## src/rtl/mdu_pkg.sv

```systemverilog
// mdu_pkg: shared op/state encodings and schedule constants for the RV32M sequencer
package mdu_pkg;

   typedef enum logic [2:0] {
      OP_MUL    = 3'd0,
      OP_MULH   = 3'd1,
      OP_MULHSU = 3'd2,
      OP_MULHU  = 3'd3,
      OP_DIV    = 3'd4,
      OP_DIVU   = 3'd5,
      OP_REM    = 3'd6,
      OP_REMU   = 3'd7
   } mdu_op_e;

   typedef enum logic [2:0] {
      S_IDLE   = 3'd0,
      S_PREP_A = 3'd1,
      S_PREP_B = 3'd2,
      S_ITER   = 3'd3,
      S_FIX_LO = 3'd4,
      S_FIX_HI = 3'd5,
      S_DONE   = 3'd6
   } mdu_state_e;

   localparam int MDU_ITER    = 32;
   localparam int MDU_LATENCY = 37;

   function automatic logic rs1_signed(input mdu_op_e op);
      return op inside {OP_MULH, OP_MULHSU, OP_DIV, OP_REM};
   endfunction

   function automatic logic rs2_signed(input mdu_op_e op);
      return op inside {OP_MULH, OP_DIV, OP_REM};
   endfunction

endpackage

```

## src/rtl/FA_32bit.sv

```systemverilog
// FA_32bit: the one shared 32-bit adder (sum = a + b + cin, with carry out)
module FA_32bit (
   input  logic [31:0] a,
   input  logic [31:0] b,
   input  logic        cin,
   output logic [31:0] sum,
   output logic        cout
);

   assign {cout, sum} = {1'b0, a} + {1'b0, b} + {32'b0, cin};

endmodule

```

## src/rtl/mdu_seq.sv

```systemverilog
// mdu_seq: iterative RV32M multiply/divide over one shared adder; divide path present only with MDU_DIV_EN
module mdu_seq
   import mdu_pkg::*;
#(
   parameter int XLEN = 32
) (
   input  logic            i_clk,
   input  logic            i_rst_n,
   input  logic            i_start,
   input  logic [2:0]      i_op,
   input  logic [XLEN-1:0] i_rs1,
   input  logic [XLEN-1:0] i_rs2,
   output logic            o_busy,
   output logic            o_done,
   output logic [XLEN-1:0] o_result
);

   mdu_state_e      state, state_n;
   mdu_op_e         op;
   logic [XLEN-1:0] a, b, acc, lo, result;
   logic [4:0]      cnt;
   logic            neg, carry;
   logic [XLEN-1:0] fa_a, fa_b, sum;
   logic            fa_cin, cout;
   logic [XLEN:0]   mul_t;
   logic [XLEN-1:0] b_mag, short_res;
   logic            short_op, s1, s2, lo_sel;
`ifdef MDU_DIV_EN
   logic            take;
`endif

   FA_32bit u_fa (.a(fa_a), .b(fa_b), .cin(fa_cin), .sum(sum), .cout(cout));

   assign s1     = rs1_signed(mdu_op_e'(i_op)) & i_rs1[XLEN-1];
   assign s2     = rs2_signed(mdu_op_e'(i_op)) & i_rs2[XLEN-1];
   assign b_mag  = (rs2_signed(op) && b[XLEN-1]) ? sum : b;
   assign mul_t  = lo[0] ? {cout, sum} : {1'b0, acc};
   assign lo_sel = (op == OP_MUL) || (op[2] && !op[1]);
`ifdef MDU_DIV_EN
   // a divide with a zero divisor skips the schedule entirely
   assign take      = acc[XLEN-1] | cout;
   assign short_op  = i_op[2] && (i_rs2 == '0);
   assign short_res = i_op[1] ? i_rs1 : '1;
`else
   // without the divide datapath every divide op answers zero at once
   assign short_op  = i_op[2];
   assign short_res = '0;
`endif

   // state register
   always_ff @(posedge i_clk or negedge i_rst_n)
      if (!i_rst_n) state <= S_IDLE;
      else          state <= state_n;

   // fixed schedule: two prep cycles, 32 iterations, two fix-up cycles
   always_comb begin
      state_n = state;
      case (state)
         S_IDLE:   if (i_start) state_n = short_op ? S_DONE : S_PREP_A;
         S_PREP_A: state_n = S_PREP_B;
         S_PREP_B: state_n = S_ITER;
         S_ITER:   if (cnt == 5'(MDU_ITER - 1)) state_n = S_FIX_LO;
         S_FIX_LO: state_n = S_FIX_HI;
         S_FIX_HI: state_n = S_DONE;
         default:  state_n = S_IDLE;
      endcase
   end

   // handshake outputs decoded from state; result is a register
   always_comb begin
      o_busy   = state != S_IDLE;
      o_done   = state == S_DONE;
      o_result = result;
   end

   // state-indexed operand mux for the single adder
   always_comb begin
      fa_a   = '0;
      fa_b   = '0;
      fa_cin = 1'b0;
      case (state)
         S_PREP_A: begin fa_a = ~a; fa_cin = 1'b1; end
         S_PREP_B: begin fa_a = ~b; fa_cin = 1'b1; end
         S_ITER: begin
`ifdef MDU_DIV_EN
            if (op[2]) begin fa_a = {acc[XLEN-2:0], lo[XLEN-1]}; fa_b = ~b; fa_cin = 1'b1; end else
`endif
            begin fa_a = acc; fa_b = a; end
         end
         S_FIX_LO: begin fa_a = ~lo; fa_cin = 1'b1; end
         S_FIX_HI: begin fa_a = ~acc; fa_cin = op[2] | carry; end
         default: ;
      endcase
   end

   // datapath: magnitudes, shift-add / restoring divide, sign fix-up, result capture
   always_ff @(posedge i_clk or negedge i_rst_n)
      if (!i_rst_n) begin
         op     <= OP_MUL;
         a      <= '0;
         b      <= '0;
         acc    <= '0;
         lo     <= '0;
         cnt    <= '0;
         neg    <= 1'b0;
         carry  <= 1'b0;
         result <= '0;
      end else begin
         case (state)
            S_IDLE: if (i_start) begin
               op  <= mdu_op_e'(i_op);
               a   <= i_rs1;
               b   <= i_rs2;
               acc <= '0;
               lo  <= '0;
               cnt <= '0;
               neg <= (mdu_op_e'(i_op) == OP_REM) ? s1 : s1 ^ s2;
               if (short_op) result <= short_res;
            end
            S_PREP_A: if (rs1_signed(op) && a[XLEN-1]) a <= sum;
            S_PREP_B: begin
               b  <= b_mag;
               lo <= op[2] ? a : b_mag;
            end
            S_ITER: begin
               cnt <= cnt + 5'd1;
`ifdef MDU_DIV_EN
               if (op[2]) begin
                  acc <= take ? sum : {acc[XLEN-2:0], lo[XLEN-1]};
                  lo  <= {lo[XLEN-2:0], take};
               end else
`endif
               begin
                  acc <= mul_t[XLEN:1];
                  lo  <= {mul_t[0], lo[XLEN-1:1]};
               end
            end
            S_FIX_LO: begin
               if (neg) lo <= sum;
               carry <= cout;
            end
            S_FIX_HI: result <= lo_sel ? lo : (neg ? sum : acc);
            default: ;
         endcase
      end

endmodule

```

## config.mk

```make
export PLATFORM = sky130hd
export DESIGN_NAME = mdu_seq
export DESIGN_NICKNAME = d
export VERILOG_FILES = /design/src/rtl/mdu_pkg.sv /design/src/rtl/FA_32bit.sv /design/src/rtl/mdu_seq.sv
export SDC_FILE = /design/constraint.sdc
export NUM_CORES = 1
export LEC_CHECK = 0
export BUFFER_PORTS_ARGS = -buffer_cell sky130_fd_sc_hd__buf_4
export CELL_PAD_IN_SITES_DETAIL_PLACEMENT = 2
export CELL_PAD_IN_SITES_GLOBAL_PLACEMENT = 2
export CORE_MARGIN = 3
export CORE_UTILIZATION = 36
export CTS_BUF_LIST = sky130_fd_sc_hd__clkbuf_8
export DETAILED_ROUTE_END_ITERATION = 12
export PLACE_DENSITY_LB_ADDON = 0.1
export SYNTH_ARGS = -nofsm -noshare
export SYNTH_HDL_FRONTEND = slang
export SYNTH_HIERARCHICAL = 1
export SYNTH_SLANG_ARGS = --single-unit
export TNS_END_PERCENT = 30
```

## constraint.sdc

```tcl
create_clock -name i_clk -period 4.5 [get_ports i_clk]
set_input_delay 0.45 -clock i_clk [delete_from_list [all_inputs] [get_ports i_clk]]
set_output_delay 0.45 -clock i_clk [all_outputs]
set_load 0.005 [all_outputs]
```

==> results.tsv <==
stage	metric	value	unit
grt	antenna_found_initial	1	
detailed_routing	drc	0	
setup_path	end_kind	register	
sta	fmax	0.229	GHz
grt	grt_pass1_vias	12400	
sta	drv_slew	0	
setup_path	crit_type	register to register	
clock_tree	clock_latency	500	ps
detailed_routing	wl_per_cell	24.9	µm
grt	grt_pass1_wl	74700	µm
yosys	ys_warn_count	6	
die	core	0.0339	mm²
setup_path	cp-start-kind	register	
clock_tree	cts.path.max_buffers	2	
layout	layout-drive-gt1-share	25.9	%
setup_path	crit_chain	clkbuf_2 -> or3b_2 -> buf_12 -> buf_4 -> o221ai_2 -> ha_4 -> o211ai_1 -> o21ai_0 -> o311ai_2 -> nand3_2 -> a311oi_2 -> o21a_1 -> mux2i_1 -> nor4b_2 -> nor3_1 -> a221o_1 -> a32o_1	
hold_path	hold_class	primary input to asynchronous set/reset pin	
sta	clock_skew	23.5	ps
sta	slew_headroom	4.97	%
setup_path	path_max_fanout	29	
placed_design	routabilityCongestion	0.850	
layout	final_area	0.0146	mm²
sta	holdWs	1.80	ps
detailed_routing	wirelength	47900	µm
grt	grt_use_total	26.2	%
detailed_routing	drtPass1Iterations	5	
clock_tree	cts_buffers	17	
placed_design	dp_hpwl	32800	µm
layout	n_antenna_cell	0	
sta	finalCritPeriodShare	97.1	%
sta	fin_crit	4370	ps
clock_tree	htree_levels	4	
sta	tightest_slew	1420	ps
setup_path	slowest_delay	510	ps
yosys	syn_area_per_cell	9.10	µm²
layout	finalNetCount	1569	
grt	grt_max_degree	99	
placed_design	io_buffers	103	
detailed_routing	detail-route-antenna-nets	0	
detailed_routing	vias	11400	
die	num_io_pins	104	
setup_path	cp_top_family	compound AO/OA/AOI/OAI gates	
clock_tree	cts.sinks	173	
detailed_routing	drtIter0Drc	569	
yosys	ys_seq_area_share	34.7	%
sta	hold_violations	0	
run_status	status	finished, final reports clean	
layout	synthToLayoutAreaGrowth	16.7	%
yosys	synthesis.area	0.0125	mm²
clock_tree	cts_root_buffer	clkbuf_8	
setup_path	cp_num_buf_inv	3	
grt	grt-ovfl-total	0	
yosys	postSynthNetCount	1477	
clock_tree	cts_tree	done	
die	die_x	192	µm
clock_tree	path_clk_slew	100	ps
yosys	synthFlopType	dfrtp_1	
setup_path	cpMaxStageDelayCell	or3b_2	
flow_run	maxCapViolations	0	
die	die_area	0.0370	mm²
die	start_util	36.9	%
sta	setup_viol	0	
yosys	synth_cell_types	69	
setup_path	crit_arrival	4760	ps
placed_design	placed_area	0.0140	mm²
yosys	synth_enable_flop_cells	0	
yosys	syn_inst	1372	
yosys	async_flop_share	100	%
yosys	ys_ff_latch	173	
detailed_routing	vias_per_cell	5.92	
die	die-height	192	µm
die	std_cell_rows	67	
layout	finish.utilization	43.0	%
sta	finalSetupTns	0	ps
setup_path	crit_required	4890	ps
[metrics by stage]
stage,cells,worst slack [ps]
final,1924,130
after global routing,1924,-47.5
after CTS,1911,-16.3
after detailed placement,1880,-153
after global placement,1880,-65.7
after floorplan,1372,72.3
[layout by cell type (no fill, tap or decap), types with 22 or more instances in the layout]
| master | instances |
|---|---|
| o21ai_0 | 77 |
| nand3_1 | 70 |
| nand2_1 | 161 |
| o211ai_1 | 38 |
| ha_1 | 30 |
| a21oi_1 | 81 |
| a22oi_1 | 33 |
| and2_1 | 58 |
| buf_4 | 174 |
| a21o_1 | 22 |
| mux2_2 | 117 |
| mux2i_1 | 106 |
| nor2_1 | 64 |
| dfrtp_1 | 169 |
| a221o_1 | 27 |
[metal layers]
| metal | GRT usage, % | routed length (µm) | share of wire (%) |
|---|---|---|---|
| met1 | 35.0 | 21800 | 46 |
| met2 | 44.9 | 23800 | 50 |
| met3 | 3.36 | 1270 | 2.7 |
| met4 | 6.78 | 958 | 2.0 |
| met5 | 0 | 20 | 0.042 |
[final timing paths]
| path | startpoint | endpoint | slack, ps | depth (start not counted) |
|---|---|---|---|---|
| min in group i_clk | i_op[1] | op[1]$_DFFE_PN0P_ | 170 | 3 |
| worst max register to register | state[2]$_DFFE_PN0P_ | lo[31]$_DFFE_PN0P_ | 130 | 17 |
| worst min register to register | o_result[25]$_DFFE_PN0P_ | o_result[25]$_DFFE_PN0P_ | 490 | 2 |
| worst max-delay path | state[2]$_DFFE_PN0P_ | lo[31]$_DFFE_PN0P_ | 130 | 17 |
| worst min-delay path | i_rst_n | op[2]$_DFFE_PN0P_ | 2 | 1 |
| max in group asynchronous | i_rst_n | b[15]$_DFFE_PN0P_ | 3560 | 2 |
[timing repair]
action	in CTS	in global routing
setup buffers	0	13
resized for setup	3	26
hold buffers	0	0
pin swaps	0	10
endpoints found under the setup margin	3	57
[state kept, by name, summed over array words and instances, names as in the netlist]
| register | cells |
|---|---|
| o_result | 32 |
| lo | 32 |
| state | 3 |
| carry | 1 |
| neg | 1 |
| op | 3 |
| acc | 32 |
| cnt | 5 |
| a | 32 |
| b | 32 |
[layout make-up]
| type | instances | area [µm²] |
|---|---|---|
| inverter | 13 | 48.8 |
| clock inverter | 12 | 121 |
| multi-input combinational | 1075 | 7780 |
| clock buffer | 19 | 262 |
| tap | 448 | 561 |
| fill | 3766 | 19300 |
| sequential | 173 | 4330 |
| timing repair buffer | 184 | 1480 |
[cells in the mapped netlist, drive strengths merged, types with 2 or more instances]
| cell type | count | area [µm²] |
|---|---|---|
| dfrtp | 173 | 4330 |
| nand2 | 164 | 621 |
| mux2 | 117 | 1320 |
| mux2i | 106 | 1060 |
| o21ai | 89 | 449 |
| a21oi | 85 | 425 |
| nand3 | 72 | 365 |
| clkbuf | 67 | 251 |
| nor2 | 67 | 262 |
| and2 | 58 | 363 |
| buf | 44 | 260 |
| o211ai | 38 | 285 |
| a22oi | 33 | 248 |
| ha | 33 | 413 |
| a221o | 27 | 270 |
| a21o | 23 | 174 |
| o221ai | 23 | 201 |
| xor2 | 18 | 158 |
| xnor2 | 15 | 131 |
| inv | 13 | 48.8 |
| o22ai | 10 | 62.6 |
| nor3 | 7 | 35.0 |
| nand2b | 6 | 37.5 |
| nor3b | 6 | 60.1 |
| or2b | 6 | 45.0 |
| a31oi | 5 | 31.3 |
| and3 | 5 | 31.3 |
| nand4 | 5 | 31.3 |
| o21bai | 5 | 37.5 |
| o221a | 5 | 56.3 |
| a211oi | 4 | 30.0 |
| nand3b | 4 | 30.0 |
| nor2b | 4 | 25.0 |
| o31ai | 4 | 30.0 |
| a311oi | 3 | 26.3 |
| nor4b | 3 | 56.3 |
| o21a | 3 | 22.5 |
| o31a | 3 | 26.3 |
| fa | 2 | 40.0 |
| or3b | 2 | 17.5 |
[cells by family (layout without fill, tap and decap cells)]
kind of cell	count (synthesis)	in the layout	share of synthesized area [%]
buffers and inverters	124	228	4.49
XOR/XNOR	33	33	2.31
adder cells (fa/ha/maj)	35	35	3.63
flip-flops	173	173	34.7
multiplexers	223	223	19.0
AND/OR/NAND/NOR	416	416	16.3
AO/OA/AOI/OAI	368	368	19.6
Power is not shown: default switching activity piles up to over one toggle a cycle in this logic, so the estimate is an artifact.
